**src/rtl/mem_init_seq.sv**
```systemverilog
// mem_init_seq: fills DEPTH words of a single-port RAM with a selectable pattern.
// First user is the RC4 S-array init (S[i] = i); grant lets it share the RAM
// write port with downstream FSMs.
//
// Ports:
//   clk        - system clock, all state changes on rising edge
//   reset      - synchronous active-low reset
//   start      - fill request, honoured only in IDLE
//   mode       - fill pattern (0 identity, 1 constant, 2 descending, 3 i^fill_value)
//   fill_value - pattern operand, latched with mode on accepted start
//   grant      - RAM port granted this cycle; writes only happen while high
//   address    - registered RAM write address
//   data       - registered RAM write data
//   wren       - RAM write enable (WRITE state and grant)
//   busy       - high while in WRITE
//   done       - one-cycle pulse after the final write
//   complete   - level from done until the next accepted start or reset
module mem_init_seq #(
    parameter int unsigned ADDR_W = 8,
    parameter int unsigned DATA_W = 8,
    parameter int unsigned DEPTH  = 256
) (
    input  logic              clk,
    input  logic              reset,
    input  logic              start,
    input  logic [1:0]        mode,
    input  logic [DATA_W-1:0] fill_value,
    input  logic              grant,
    output logic [ADDR_W-1:0] address,
    output logic [DATA_W-1:0] data,
    output logic              wren,
    output logic              busy,
    output logic              done,
    output logic              complete
);

    // Elaboration-time parameter legality check.
    generate
        if (DEPTH < 1 || ADDR_W < 1 || ADDR_W > 31 || DATA_W < 1 || DATA_W > 32 ||
            64'(DEPTH) > (64'd1 << ADDR_W)) begin : g_bad_param
            $error("mem_init_seq: illegal ADDR_W/DATA_W/DEPTH combination");
        end
    endgenerate

    localparam logic [ADDR_W-1:0] LAST = ADDR_W'(DEPTH - 1);

    typedef enum logic [1:0] {
        IDLE,
        WRITE,
        DONE
    } state_t;

    state_t            state;
    logic [ADDR_W-1:0] index;
    logic [1:0]        mode_lat;
    logic [DATA_W-1:0] fill_lat;

    // Word value for index i; arithmetic done at 32 bits then truncated.
    function automatic logic [DATA_W-1:0] pattern(
        input logic [ADDR_W-1:0] i,
        input logic [1:0]        m,
        input logic [DATA_W-1:0] fv
    );
        logic [31:0] iw;
        iw = 32'(i);
        case (m)
            2'd0:    pattern = DATA_W'(iw);
            2'd1:    pattern = fv;
            2'd2:    pattern = DATA_W'(32'(DEPTH - 1) - iw);
            default: pattern = DATA_W'(iw) ^ fv;
        endcase
    endfunction

    // Write strobe follows grant directly so a denied cycle never writes.
    assign wren = (state == WRITE) && grant;

    // Sequencer state, index and registered outputs.
    always_ff @(posedge clk) begin
        if (!reset) begin
            state    <= IDLE;
            index    <= '0;
            address  <= '0;
            data     <= '0;
            busy     <= 1'b0;
            done     <= 1'b0;
            complete <= 1'b0;
            mode_lat <= 2'd0;
            fill_lat <= '0;
        end else begin
            done <= 1'b0;
            case (state)
                IDLE: begin
                    if (start) begin
                        mode_lat <= mode;
                        fill_lat <= fill_value;
                        index    <= '0;
                        address  <= '0;
                        data     <= pattern('0, mode, fill_value);
                        complete <= 1'b0;
                        busy     <= 1'b1;
                        state    <= WRITE;
                    end
                end
                WRITE: begin
                    // No grant: hold everything so no word is skipped or repeated.
                    if (grant) begin
                        if (index == LAST) begin
                            busy     <= 1'b0;
                            done     <= 1'b1;
                            complete <= 1'b1;
                            state    <= DONE;
                        end else begin
                            index   <= index + ADDR_W'(1);
                            address <= index + ADDR_W'(1);
                            data    <= pattern(index + ADDR_W'(1), mode_lat, fill_lat);
                        end
                    end
                end
                DONE: begin
                    state <= IDLE;
                end
                default: begin
                    state <= IDLE;
                    busy  <= 1'b0;
                end
            endcase
        end
    end

endmodule
```
**config.mk**
```make
export PLATFORM = sky130hd
export DESIGN_NAME = mem_init_seq
export DESIGN_NICKNAME = d
export VERILOG_FILES = /design/src/rtl/mem_init_seq.sv
export SDC_FILE = /design/constraint.sdc
export NUM_CORES = 1
export LEC_CHECK = 0
export ABC_AREA = 1
export CAP_MARGIN = 15
export CORE_ASPECT_RATIO = 0.8
export CORE_MARGIN = 2
export CORE_UTILIZATION = 50
export CTS_CLUSTER_SIZE = 24
export DETAILED_ROUTE_END_ITERATION = 8
export PLACE_DENSITY = 0.74
export SLEW_MARGIN = 25
export SYNTH_ARGS = -nofsm -noshare
export SYNTH_HDL_FRONTEND = slang
export SYNTH_SLANG_ARGS = --single-unit
```
**constraint.sdc**
```tcl
create_clock -name clk -period 1.8 [get_ports clk]
set_input_delay 0.36 -clock clk [delete_from_list [all_inputs] [get_ports clk]]
set_output_delay 0.36 -clock clk [all_outputs]
set_load 0.03 [all_outputs]
```
; Word level (Yosys, flattened, before mapping)
; Cells that the tools add are included.
; W data, S select, Z words.
[op_classes]
n_reduce_logical = 11
muxes = 23
n_eq_ne = 10
bitwise_logic = 2
addsub = 2
[op_table]
columns = cell, count
row1 = $mux W8, 6
row2 = $pmux W8 S2, 3
row3 = $pmux W8 S3, 1
row4 = $reduce_and A4 Y1, 3
row5 = $add A8 B1 Y8 const B, 1
row6 = $eq A8 B8 Y1 const B, 1
row7 = $sub A8 B8 Y8 const A, 1
row8 = $xor A8 B8 Y8, 1
row9 = $mux W1, 7
row10 = $eq A2 B2 Y1 const B, 3
row11 = $logic_not A2 Y1, 3
row12 = $mux W2, 3
row13 = $ne A2 B2 Y1 const B, 3
row14 = $reduce_and A3 Y1, 2
row15 = $eq A2 B1 Y1 const B, 2
row16 = $pmux W2 S2, 1
row17 = $pmux W1 S3, 1
row18 = $ne A2 B1 Y1 const B, 1
row19 = $pmux W1 S2, 1
row20 = $reduce_and A2 Y1, 1
row21 = $reduce_bool A2 Y1, 1
row22 = $logic_and A1 B1 Y1, 1
row23 = $not A1 Y1, 1
[word_totals]
inputBits = 14
wordCells = 56
out_inout_bits = 20
reg_bits = 31

; Depth between registers and ports, before layout
[depth]
word_depth = 6
depth_mapped = 11
depth_no_buf = 11

; Worst setup path before layout
; No wires, ideal clock.
[synth_timing]
path_type = register to register
startpoint = reg index[1]
endpoint = reg data[0]
path_stages_with_launch = 10
arrival_time_ps = 1594
period_less_slack_ps = 1711
t_required_ps = 1683
setup_ps = 117
slack_ps = 89
path_buffers = 1
cell_sequence = dfxtp_1 ha_1 nand2_2 nor2_4 nand4_2 nand2_2 inv_2 buf_6 o21ai_1 nor2_1
[synth_via]
elab_chain_cells = 3
[synth_lines]
columns = item, line_no
row1 = from (decl), 54  ; logic [ADDR_W-1:0] index;
row2 = from (signal assigned), 113  ; index <= index + ADDR_W'(1);
row3 = $eq A8 B8 Y1, 107  ; if (index == LAST) begin
row4 = $ne A2 B2 Y1 (no line), --
row5 = $reduce_and A4 Y1 (no line), --
row6 = to (signal assigned), 98  ; data <= pattern('0, mode, fill_value);
row7 = to (signal assigned), 115  ; data <= pattern(index + ADDR_W'(1), mode_lat, fill_lat);
row8 = to (decl), 30  ; output logic [DATA_W-1:0] data,
; Every way passes these cells.
; A chain may end at the register's enable or synchronous reset.

==> summary.txt <==
Clocking
  – Clock latency at the later pin of the worst-skew pair: 0.28 ns
  – Clock tree buffer depth: 2
  – CTS buffer count: 5
  – CTS sink cnt: 31
  – Worst-path clk slew: 0.06 ns
  – CTS H-tree depth: 2
  – Root Buffer Master: clkbuf_8
  – CTS tree: yes
  – Post-CTS Hold Fix Bufs: 0

Floorplanning
  – Starting density of the core: 0.528
  – # IOs: 34
  – Die height: 55.2 um
  – Row cnt: 18
  – Die width: 68.0 um
  – Core area: 3110 um2
  – DIE AREA: 3760 um2

Critical path
  – Startpoint Class: flop
  – WP depth: 1
  – Crit-path slowest cell: clkdlybuf4s50_1
  – Reg-to-reg endpoint: data[7]
  – Worst-path maximum fanout: 5
  – CP max stage delay: 0.70 ns
  – CP Capture Type: output port
  – WP data arrival: 1.38 ns
  – WP data required: 1.44 ns
  – Reg-to-reg critical path startpoint: index[0]
  – Critical path type: reg -> out
  – Worst Path Buf+Inv: 1
  – Cells on worst reg2reg path: 9
  – Worst path cell trace: clkdlybuf4s50_1
  – R2r setup slk: 0.23 ns
  – Critical Path Sink: address[0]
  – CP top delay family: buffers and inverters
  – Critical path startpoint: index[0]

Drt
  – Final WL: 4.10 mm
  – Vias: 1738
  – Vias per std cell: 5.22
  – Drt drc: 0
  – Initial DRC Count: 84
  – Drt pass-1 iters: 4
  – Antenna-violating nets left: 0
  – Post-DR wirelength/cell: 12.3 um

STA
  – Setup tns final: 0 ns
  – Layout Skew: 0.00774 ns
  – Max Slew Vio Count: 0
  – Tcrit/Tclk final: 0.967
  – Worst-margin pin slew: 0.339 ns
  – RSZ-0062 raised after global routing: false
  – Min Clock Period, post-route: 1.74 ns
  – Final Hold Vio Count: 0
  – Top achievable clock speed: 575 MHz
  – Slew HR: 0.772
  – Final setup violation count: 0

Synthesis
  – Yosys cell types: 30
  – Synthesized area per cell: 6.64 um2
  – Post-Syn Area: 1640 um2
  – Cells after synthesis: 247
  – Part of the Yosys area used for sequential elements: 0.378
  – Yosys warning count: 0
  – Seq cells post-synth: 31
  – Syn nets: 262

Cells and area
  – Design Area, Final: 2190 um2
  – Commonest cells after routing, fill and taps aside: nand2_1, a21oi_1, nor2_1, dfxtp_1, clkdlybuf4s50_1
  – Synth-to-layout area growth: 33.3%
  – Nets: 307
  – Leading cell type in the layout, fill and taps excluded: nand2_1
  – Fraction of layout instances using a drive strength above 1: 0.113
  – FILL cells: 279
  – Antenna fix cells: 0

Place
  – Placed Area: 2080 um2
  – Port-buffer cells: 33
  – Final GP Congestion: 0.814
  – Post-DP HPWL: 3.06 mm

Global routing
  – Gr ovfl total: 0
  – All-Layer GR Usage: 0.238
  – Largest net degree at the start of global routing: 22
  – Number of global-route vias before repair: 1565
  – Global-route wire length before repair: 6.87 mm
  – Antenna violations before repair: 0

Job
  – Max-Cap Viols: 0

Power
  – Leak Pwr: 0.936 nW
  – Power Dens Cells: 807 nW/um2
  – Worst vdd ir: 0.592 mV
  – Overall Power: 0.00176 W

Hold path
  – Worst hold path depth: 2
  – Worst Hold Class: reg -> reg

Status
  – Outcome: finished clean
==> final cells by class <==
| cell class | instances | area, um2 | area share |
|---|---|---|---|
| inverter | 25 | 96.3 | 0.0441 |
| timing repair buffer | 46 | 439 | 0.201 |
| multi-input combinational | 183 | 880 | 0.402 |
| clock buffer | 8 | 100 | 0.0458 |
| sequential | 31 | 621 | 0.284 |
| tap | 40 | 50.0 | 0.0229 |
==> cell families after synthesis <==
logic type	share of synthesized area
adders and majority gates	0.00763
DFF	0.378
and+or+nand+nor	0.297
AOI/OAI and AO/OA	0.227
xor gates and xnor gates	0.00534
buffers and inverters	0.0854
==> how the worst min path moves through the flow <==
stage                      startpoint          end  slack, ns
after floorplan           fill_lat[0]  fill_lat[0]       0.43
after global placement    fill_lat[0]  fill_lat[0]       0.46
after detailed placement  fill_lat[0]  fill_lat[0]       0.46
after CTS                 fill_lat[0]  fill_lat[0]       0.47
after global routing      fill_lat[0]  fill_lat[0]       0.48
final                     fill_lat[0]  fill_lat[0]       0.46
==> layer usage <==
metal	wire, um	share of wire	track usage	vias to the layer above
met2	1750	0.43	0.351	48
met3	245	0.060	0.0489	12
met5	0	0	0	-
li1	-	-	-	898
met1	2020	0.49	0.343	780
met4	84	0.021	0.0771	0
==> sequential cells by signal, indices dropped and copies added (netlist names) <==
| name | count |
|---|---|
| data | 8 |
| busy | 1 |
| index | 8 |
| done | 1 |
| complete | 1 |
| mode_lat | 2 |
| fill_lat | 8 |
| state | 2 |
==> stage by stage <==
stage / hold slack, ns / worst slack, ns / cells / utilization
after global placement: 0.455 / 0.155 / 325 / 0.671
after CTS: 0.467 / 0.00476 / 333 / 0.702
after global routing: 0.482 / 0.00977 / 333 / 0.703
after floorplan: 0.429 / 0.0890 / 247 / -
final: 0.464 / 0.0599 / 333 / 0.703
after detailed placement: 0.456 / 0.123 / 325 / 0.671
==> synth_stat cells <==
library cell / n / area (um2)
o21bai_1: 2 / 15.0
nor2_4: 1 / 11.3
buf_6: 1 / 11.3
a31o_1: 1 / 8.76
a31oi_1: 1 / 6.26
ha_1: 1 / 12.5
nor3_1: 1 / 5.00
clkinv_1: 2 / 7.51
nand4_2: 1 / 12.5
inv_1: 19 / 71.3
nor2_8: 1 / 20.0
nand2_1: 58 / 218
o21ai_1: 7 / 35.0
nor2_1: 32 / 120
buf_2: 2 / 10.0
o21ai_4: 1 / 16.3
inv_4: 1 / 6.26
nand3_1: 7 / 35.0
clkbuf_1: 4 / 15.0
nand4_1: 2 / 12.5
a21oi_1: 36 / 180
o21ai_0: 22 / 110
dfxtp_1: 31 / 621
inv_2: 3 / 11.3
or2_2: 1 / 6.26
buf_4: 1 / 7.51
nor4_1: 2 / 12.5
xor2_1: 1 / 8.76
nand2_2: 3 / 18.8
nand3b_1: 2 / 15.0
==> what timing repair did <==
| item | CTS | global route |
|---|---|---|
| setup buffers | 0 | 0 |
| setup endpoints to repair | 1 | 1 |
| hold endpoints to repair | 0 | 0 |
| resized for setup | 1 | 1 |
==> where the power goes <==
group          internal [W]  switching [W]
clock              0.000349       0.000253
combinational      0.000171       0.000231
sequential         0.000731      0.0000299
(Power assumes the default switching activity.)
